`config.mk`:
```
export PLATFORM = sky130hd
export DESIGN_NAME = l1d_cache
export DESIGN_NICKNAME = d
export VERILOG_FILES = /design/src/rtl/l1d_cache.sv
export SDC_FILE = /design/constraint.sdc
export NUM_CORES = 2
export LEC_CHECK = 0
export BUFFER_PORTS_ARGS = -buffer_cell sky130_fd_sc_hd__buf_2
export CORE_UTILIZATION = 57
export DETAILED_ROUTE_END_ITERATION = 8
export GPL_ROUTABILITY_DRIVEN = 0
export MAX_ROUTING_LAYER = met4
export PLACE_DENSITY = 0.77
export SLEW_MARGIN = 10
export SYNTH_ARGS = -nofsm -noshare
export SYNTH_HDL_FRONTEND = slang
export SYNTH_SLANG_ARGS = --single-unit
```
`constraint.sdc`:
```
create_clock -name i_clk -period 2.96 [get_ports i_clk]
set_input_delay 0.296 -clock i_clk [delete_from_list [all_inputs] [get_ports i_clk]]
set_output_delay 0.296 -clock i_clk [all_outputs]
set_load 0.05 [all_outputs]
```
`src/rtl/l1d_cache.sv`:
```
// l1d_cache: direct-mapped, write-through, no-write-allocate L1 data cache.
// Sits between the hart data port and block RAM; both sides are Wishbone
// pipelined, with at most one request outstanding at a time.
//
// Handshake: the hart request is accepted on a rising edge where
// i_cpu_stb=1 and o_cpu_stall=0. It completes with a 1-cycle o_cpu_ack,
// with o_cpu_data valid in that cycle and 0 at every other time. On the
// memory side a beat is taken on an edge where o_mem_stb=1 and
// i_mem_stall=0. Completion is the first i_mem_ack seen after that edge.
//
// Ports:
//   i_clk, i_reset_n      clock, asynchronous active-low reset
//   i_invalidate          pulse: clear every valid bit at the next edge
//   i_cpu_*               hart request (stb, we, sel, addr, data)
//   o_cpu_data/ack/stall  hart response
//   o_mem_*               block RAM request (stb, we, sel, addr, data)
//   i_mem_data/ack/stall  block RAM response
module l1d_cache #(
  parameter int XLEN  = 32,
  parameter int LINES = 16
) (
  input  logic            i_clk,
  input  logic            i_reset_n,
  input  logic            i_invalidate,
  input  logic            i_cpu_stb,
  input  logic            i_cpu_we,
  input  logic [3:0]      i_cpu_sel,
  input  logic [XLEN-1:0] i_cpu_addr,
  input  logic [XLEN-1:0] i_cpu_data,
  output logic [XLEN-1:0] o_cpu_data,
  output logic            o_cpu_ack,
  output logic            o_cpu_stall,
  output logic            o_mem_stb,
  output logic            o_mem_we,
  output logic [3:0]      o_mem_sel,
  output logic [XLEN-1:0] o_mem_addr,
  output logic [XLEN-1:0] o_mem_data,
  input  logic [XLEN-1:0] i_mem_data,
  input  logic            i_mem_ack,
  input  logic            i_mem_stall
);

  localparam int IDX  = $clog2(LINES);
  localparam int TAGW = XLEN - 2 - IDX;

  typedef enum logic [1:0] {IDLE, MEM_REQ, MEM_WAIT, RESP} state_t;

  state_t            state_q, state_d;
  logic [XLEN-1:0]   data_q [LINES];
  logic [XLEN-1:0]   data_d [LINES];
  logic [TAGW-1:0]   tag_q  [LINES];
  logic [TAGW-1:0]   tag_d  [LINES];
  logic [LINES-1:0]  valid_q, valid_d;
  logic [XLEN-1:0]   addr_q, addr_d;
  logic [XLEN-1:0]   wdata_q, wdata_d;
  logic [3:0]        sel_q, sel_d;
  logic              we_q, we_d;
  logic              ack_q, ack_d;
  logic [XLEN-1:0]   rdata_q, rdata_d;

  logic [IDX-1:0]    cpu_idx, req_idx;
  logic [TAGW-1:0]   cpu_tag, req_tag;
  logic              hit;

  assign cpu_idx = i_cpu_addr[2 +: IDX];
  assign cpu_tag = i_cpu_addr[XLEN-1 : 2+IDX];
  assign req_idx = addr_q[2 +: IDX];
  assign req_tag = addr_q[XLEN-1 : 2+IDX];
  assign hit     = valid_q[cpu_idx] && (tag_q[cpu_idx] == cpu_tag);

  always_comb begin
    state_d = state_q;
    data_d  = data_q;
    tag_d   = tag_q;
    valid_d = valid_q;
    addr_d  = addr_q;
    wdata_d = wdata_q;
    sel_d   = sel_q;
    we_d    = we_q;
    ack_d   = 1'b0;
    rdata_d = '0;
    case (state_q)
      IDLE: begin
        if (i_cpu_stb) begin
          if (!i_cpu_we && hit) begin
            // Read hit: answered from the array next cycle, bus untouched.
            ack_d   = 1'b1;
            rdata_d = data_q[cpu_idx];
          end else begin
            // Write-through: a write hit updates the line now; the bus
            // write goes out regardless. A write miss leaves the array alone.
            if (i_cpu_we && hit) begin
              for (int b = 0; b < 4; b++) begin
                if (i_cpu_sel[b]) data_d[cpu_idx][8*b +: 8] = i_cpu_data[8*b +: 8];
              end
            end
            addr_d  = i_cpu_addr;
            we_d    = i_cpu_we;
            sel_d   = i_cpu_we ? i_cpu_sel : 4'hF;
            wdata_d = i_cpu_we ? i_cpu_data : '0;
            state_d = MEM_REQ;
          end
        end
      end
      MEM_REQ: begin
        if (!i_mem_stall) state_d = MEM_WAIT;
      end
      MEM_WAIT: begin
        if (i_mem_ack) begin
          state_d = RESP;
          ack_d   = 1'b1;
          if (!we_q) begin
            data_d[req_idx]  = i_mem_data;
            tag_d[req_idx]   = req_tag;
            valid_d[req_idx] = 1'b1;
            rdata_d          = i_mem_data;
          end
        end
      end
      RESP: begin
        state_d = IDLE;
      end
      default: state_d = IDLE;
    endcase
    // Invalidate wins over a same-cycle fill or merge: data may change but
    // the line is left invalid.
    if (i_invalidate) valid_d = '0;
  end

  always_ff @(posedge i_clk or negedge i_reset_n) begin
    if (!i_reset_n) begin
      state_q <= IDLE;
      valid_q <= '0;
      addr_q  <= '0;
      wdata_q <= '0;
      sel_q   <= '0;
      we_q    <= 1'b0;
      ack_q   <= 1'b0;
      rdata_q <= '0;
      for (int i = 0; i < LINES; i++) begin
        data_q[i] <= '0;
        tag_q[i]  <= '0;
      end
    end else begin
      state_q <= state_d;
      valid_q <= valid_d;
      addr_q  <= addr_d;
      wdata_q <= wdata_d;
      sel_q   <= sel_d;
      we_q    <= we_d;
      ack_q   <= ack_d;
      rdata_q <= rdata_d;
      for (int i = 0; i < LINES; i++) begin
        data_q[i] <= data_d[i];
        tag_q[i]  <= tag_d[i];
      end
    end
  end

  assign o_cpu_ack   = ack_q;
  assign o_cpu_data  = rdata_q;
  assign o_cpu_stall = (state_q != IDLE);
  assign o_mem_stb   = (state_q == MEM_REQ);
  assign o_mem_we    = o_mem_stb & we_q;
  assign o_mem_sel   = sel_q;
  assign o_mem_addr  = addr_q;
  assign o_mem_data  = wdata_q;

endmodule

```
==> results.md <==
* Area Overhead vs Synth at 19.7%
* DR pass1 iterations at 6
* Required time worst endpoint at 3530 ps
* Clock slew at reported path FFs at 60 ps
* Drt wl/cell at 29.9 microns
* Hold Crit Class: in2reg
* Post-DP HPWL at 115,000 microns
* Failing checks: setup timing
* FP Rows at 112
* Hold Slack at 23.4 ps
* Synthesized cell area at 54,400 sq um
* Achievable clock frequency at 293 MHz
* Final WL at 182,000 microns
* FFs w/ async S/R, synth at 100%
* Synth Area per Inst at 12.6 sq um
* Largest net degree at the start of global routing at 113
* Hold EP: o_mem_addr[13]
* Global route overflow at 0
* H-Tree Depth at 3
* Vias/cell at 6.89
* Drt initial violations at 5,453
* Worst r2r path cells at 13
* Hold path start: i_cpu_addr[13]
* Clock latency at the later pin of the worst-skew pair at 710 ps
* Post-Route Setup TNS at -231,090 ps
* CTS Root Cell: clkbuf_16
* CTS Buf Count at 105
* DRT antenna net count at 0
* Sequential share of the synthesized area at 48.3%
* Io pins at 211
* Worst EP arrival at 3990 ps
* Actual slew at the worst max-slew pin at 1080 ps
* CP Capture Type: register
* Die W at 311 microns
* # port buffers at 210
* Setup WS post-layout at -454 ps
* Syn. warnings at 0
* GRT Total Usage at 38.7%
* Core area at 93,900 sq um
* Fin crit period at 3410 ps
* Unique masters post-synth at 67
* Die Height at 311 microns
* Post-synth EDFFs at 0
* Setup Viol. Count Final at 616
* Slowest cell on crit path: mux4_2
* Die Area at 96,600 sq um
* R2R setup slack at -450 ps
* CP Cell Sequence: mux4_2, mux2i_1, xnor2_1, nor4_1, buf_4, nand4_1, a221oi_2, buf_4, nand2_8, buf_12, o21ai_4, buf_12, mux2_4
* Primary FF master, synth: dfrtp_1
* Filler instances at 6,255
* Ratio of cells with drive above 1 in the final layout at 44.6%
* Count of max-cap constraint violations at 0
* Max Root-Sink Buffers at 3
* Status: finished with violations
* Largest stage delay, worst path at 490 ps
* Routed via count at 42,100
* Worst Hold Path Cells at 3
* Vias in the first global route at 43,800
* Nets at 4,867
* Syn Nets at 4,435
* Post-synthesis register bit count at 1,048
* DRC violations left at 0
* Pins over their slew limit at 0
* CP max FO at 22
* Max-slew headroom at 27.9%
* First-pass GRT wire length at 275,000 microns
* Clock Sinks at 1,048
* Final number of hold-violating endpoints at 0
* Critical path type: reg2reg
* Fin crit share at 115%
* CTS tree: done
* Initial Utilization at 57.9%
* CP Launch Type: register
* Worst R2R End: data_q[315]
* Power density cells at 697 nW/um^2
* Initial antenna violation count at 10
* Worst Clk Skew at 29.6 ps
* Largest vdd supply drop at 0.000841 V
* Critical R2R Launch: tag_q[204]
* Leak at 29.3 nW
* Mapped Cells at 4,325
* Unrepaired setup endpoints after global routing: yes
## synth_stat cells (3+ instances only)
cell       number  area, sq um
dfrtp_1      1048        26200
mux2_2        891        10000
nand2_1       495         1860
o21ai_0       406         2030
clkbuf_1      298         1120
mux4_2        236         5320
o22ai_1       175         1090
nor2_1         98          368
mux2_4         97         1460
mux2i_1        66          661
a22o_1         64          561
o21ai_4        62         1010
nand4_1        46          288
buf_2          37          185
nand3_1        32          160
o2111ai_1      32          280
a21oi_1        22          110
inv_1          22         82.6
buf_6          17          191
xnor2_1        16          140
nor2b_1        15         93.8
a22oi_1        14          105
nor3_1         14         70.1
buf_1          11         41.3
buf_4          10         75.1
a211oi_1        8         60.1
and3_1          7         43.8
nand2b_1        7         43.8
xor2_1          7         61.3
a21o_1          5         37.5
and2_1          5         31.3
nor4_1          5         31.3
o21bai_1        5         37.5
a31oi_1         4         25.0
ha_1            3         37.5
o311a_1         3         30.0
or3_1           3         18.8
## report_power, final
group / internal, mW / switching (mW)
combinational: 4.98 / 7.60
sequential: 16.8 / 2.23
clock: 7.91 / 5.84
total: 29.7 / 15.7
## through the flow
stage | worst slack, ps | utilization, % | std cells | total power [mW] | area [sq um]
6_report | -454 | 69.3 | 6102 | 45.3 | 65100
3_5_place_dp | -1010 | 64.6 | 5836 | 31.2 | 60700
4_1_cts | -388 | 69.1 | 6085 | 45.0 | 64900
5_1_grt | -544 | 69.3 | 6101 | 46.7 | 65100
2_1_floorplan | -186 | - | 4325 | 26.4 | 54800
3_3_place_gp | -1000 | 64.6 | 5836 | 30.7 | 60700
## routing by layer
| metal | track usage [%] | wire [microns] |
|---|---|---|
| met5 | - | 0 |
| met4 | 21.3 | 11400 |
| met3 | 10.0 | 21100 |
| met2 | 57.0 | 83000 |
| met1 | 49.0 | 66800 |
## worst max path at each step
stage                        startpoint  cells past startpoint          end  slack [ps]
final                        tag_q[204]                     13  data_q[315]        -450
after global routing         tag_q[178]                     13   data_q[27]        -540
after CTS                    tag_q[204]                     13   data_q[27]        -390
after detailed placement  i_cpu_addr[2]                     12  data_q[275]       -1010
after global placement    i_cpu_addr[2]                     12   data_q[48]       -1000
after floorplan           i_cpu_addr[2]                     15  data_q[496]        -190
## what timing repair did
action / 4_1_cts / 5_1_grt
buffers inserted: 4 / 3
endpoints found under the setup margin: 616 / 616
hold buffers: 58 / 0
gates resized for setup: 9 / 7
gates cloned: 0 / 3
pin swaps: 7 / 2
hold endpoints to repair: 103 / 0
## critical path: cells and delay by family (launching register included)
family / cells / cell delay, ps
xor+xnor: 1 / 120
simple gates: 3 / 480
flops: 1 / 400
mux: 3 / 980
compound gates: 2 / 520
buf+inv: 4 / 780
## sequential cells by signal, summed over array words and instances (netlist names)
name	count
o_mem_addr	32
we_q	1
o_mem_sel	4
o_cpu_data	32
state_q	2
data_q	512
tag_q	416
valid_q	16
o_cpu_ack	1
o_mem_data	32
## cell type report
class | count | area [sq um] | share of cell area (%)
multi-input cells | 2879 | 27000 | 41.4
flip-flops and latches | 1048 | 26200 | 40.3
repair buffers | 698 | 6690 | 10.3
clock buffers | 149 | 3000 | 4.62
well taps | 1254 | 1570 | 2.41
clock inverters | 38 | 490 | 0.754
inverters | 25 | 100 | 0.154
diodes | 11 | 27.5 | 0.0423
## cell families (layout without fill, tap and decap cells)
logic type | after synthesis | count (layout) | share of synthesized area, %
AOI/OAI and AO/OA | 828 | 828 | 10.4
xor gates and xnor gates | 23 | 23 | 0.371
adders and majority gates | 3 | 3 | 0.0691
buffers and inverters | 398 | 910 | 3.14
DFF | 1048 | 1048 | 48.3
muxes | 1291 | 1291 | 32.2
other | 0 | 11 | 0
and+or+nand+nor | 734 | 734 | 5.66
## placed cells by master, fill, tap and decap left out, types with 20 or more instances in the layout
| master | instances |
|---|---|
| o22ai_1 | 172 |
| mux2_2 | 851 |
| buf_2 | 207 |
| clkbuf_8 | 21 |
| o2111ai_1 | 26 |
| buf_12 | 137 |
| nand2_1 | 495 |
| mux4_2 | 236 |
| o21ai_4 | 64 |
| mux2i_1 | 64 |
| a22o_1 | 64 |
| dlygate4sd3_1 | 58 |
| clkbuf_16 | 108 |
| o21ai_0 | 405 |
| clkbuf_1 | 23 |
| a21oi_1 | 21 |
| buf_4 | 287 |
| inv_1 | 21 |
| nand3_1 | 20 |
| nand4_1 | 46 |
| mux2_4 | 137 |
| dfrtp_1 | 1048 |
| nor2_1 | 79 |
(Power assumes the default switching activity.)
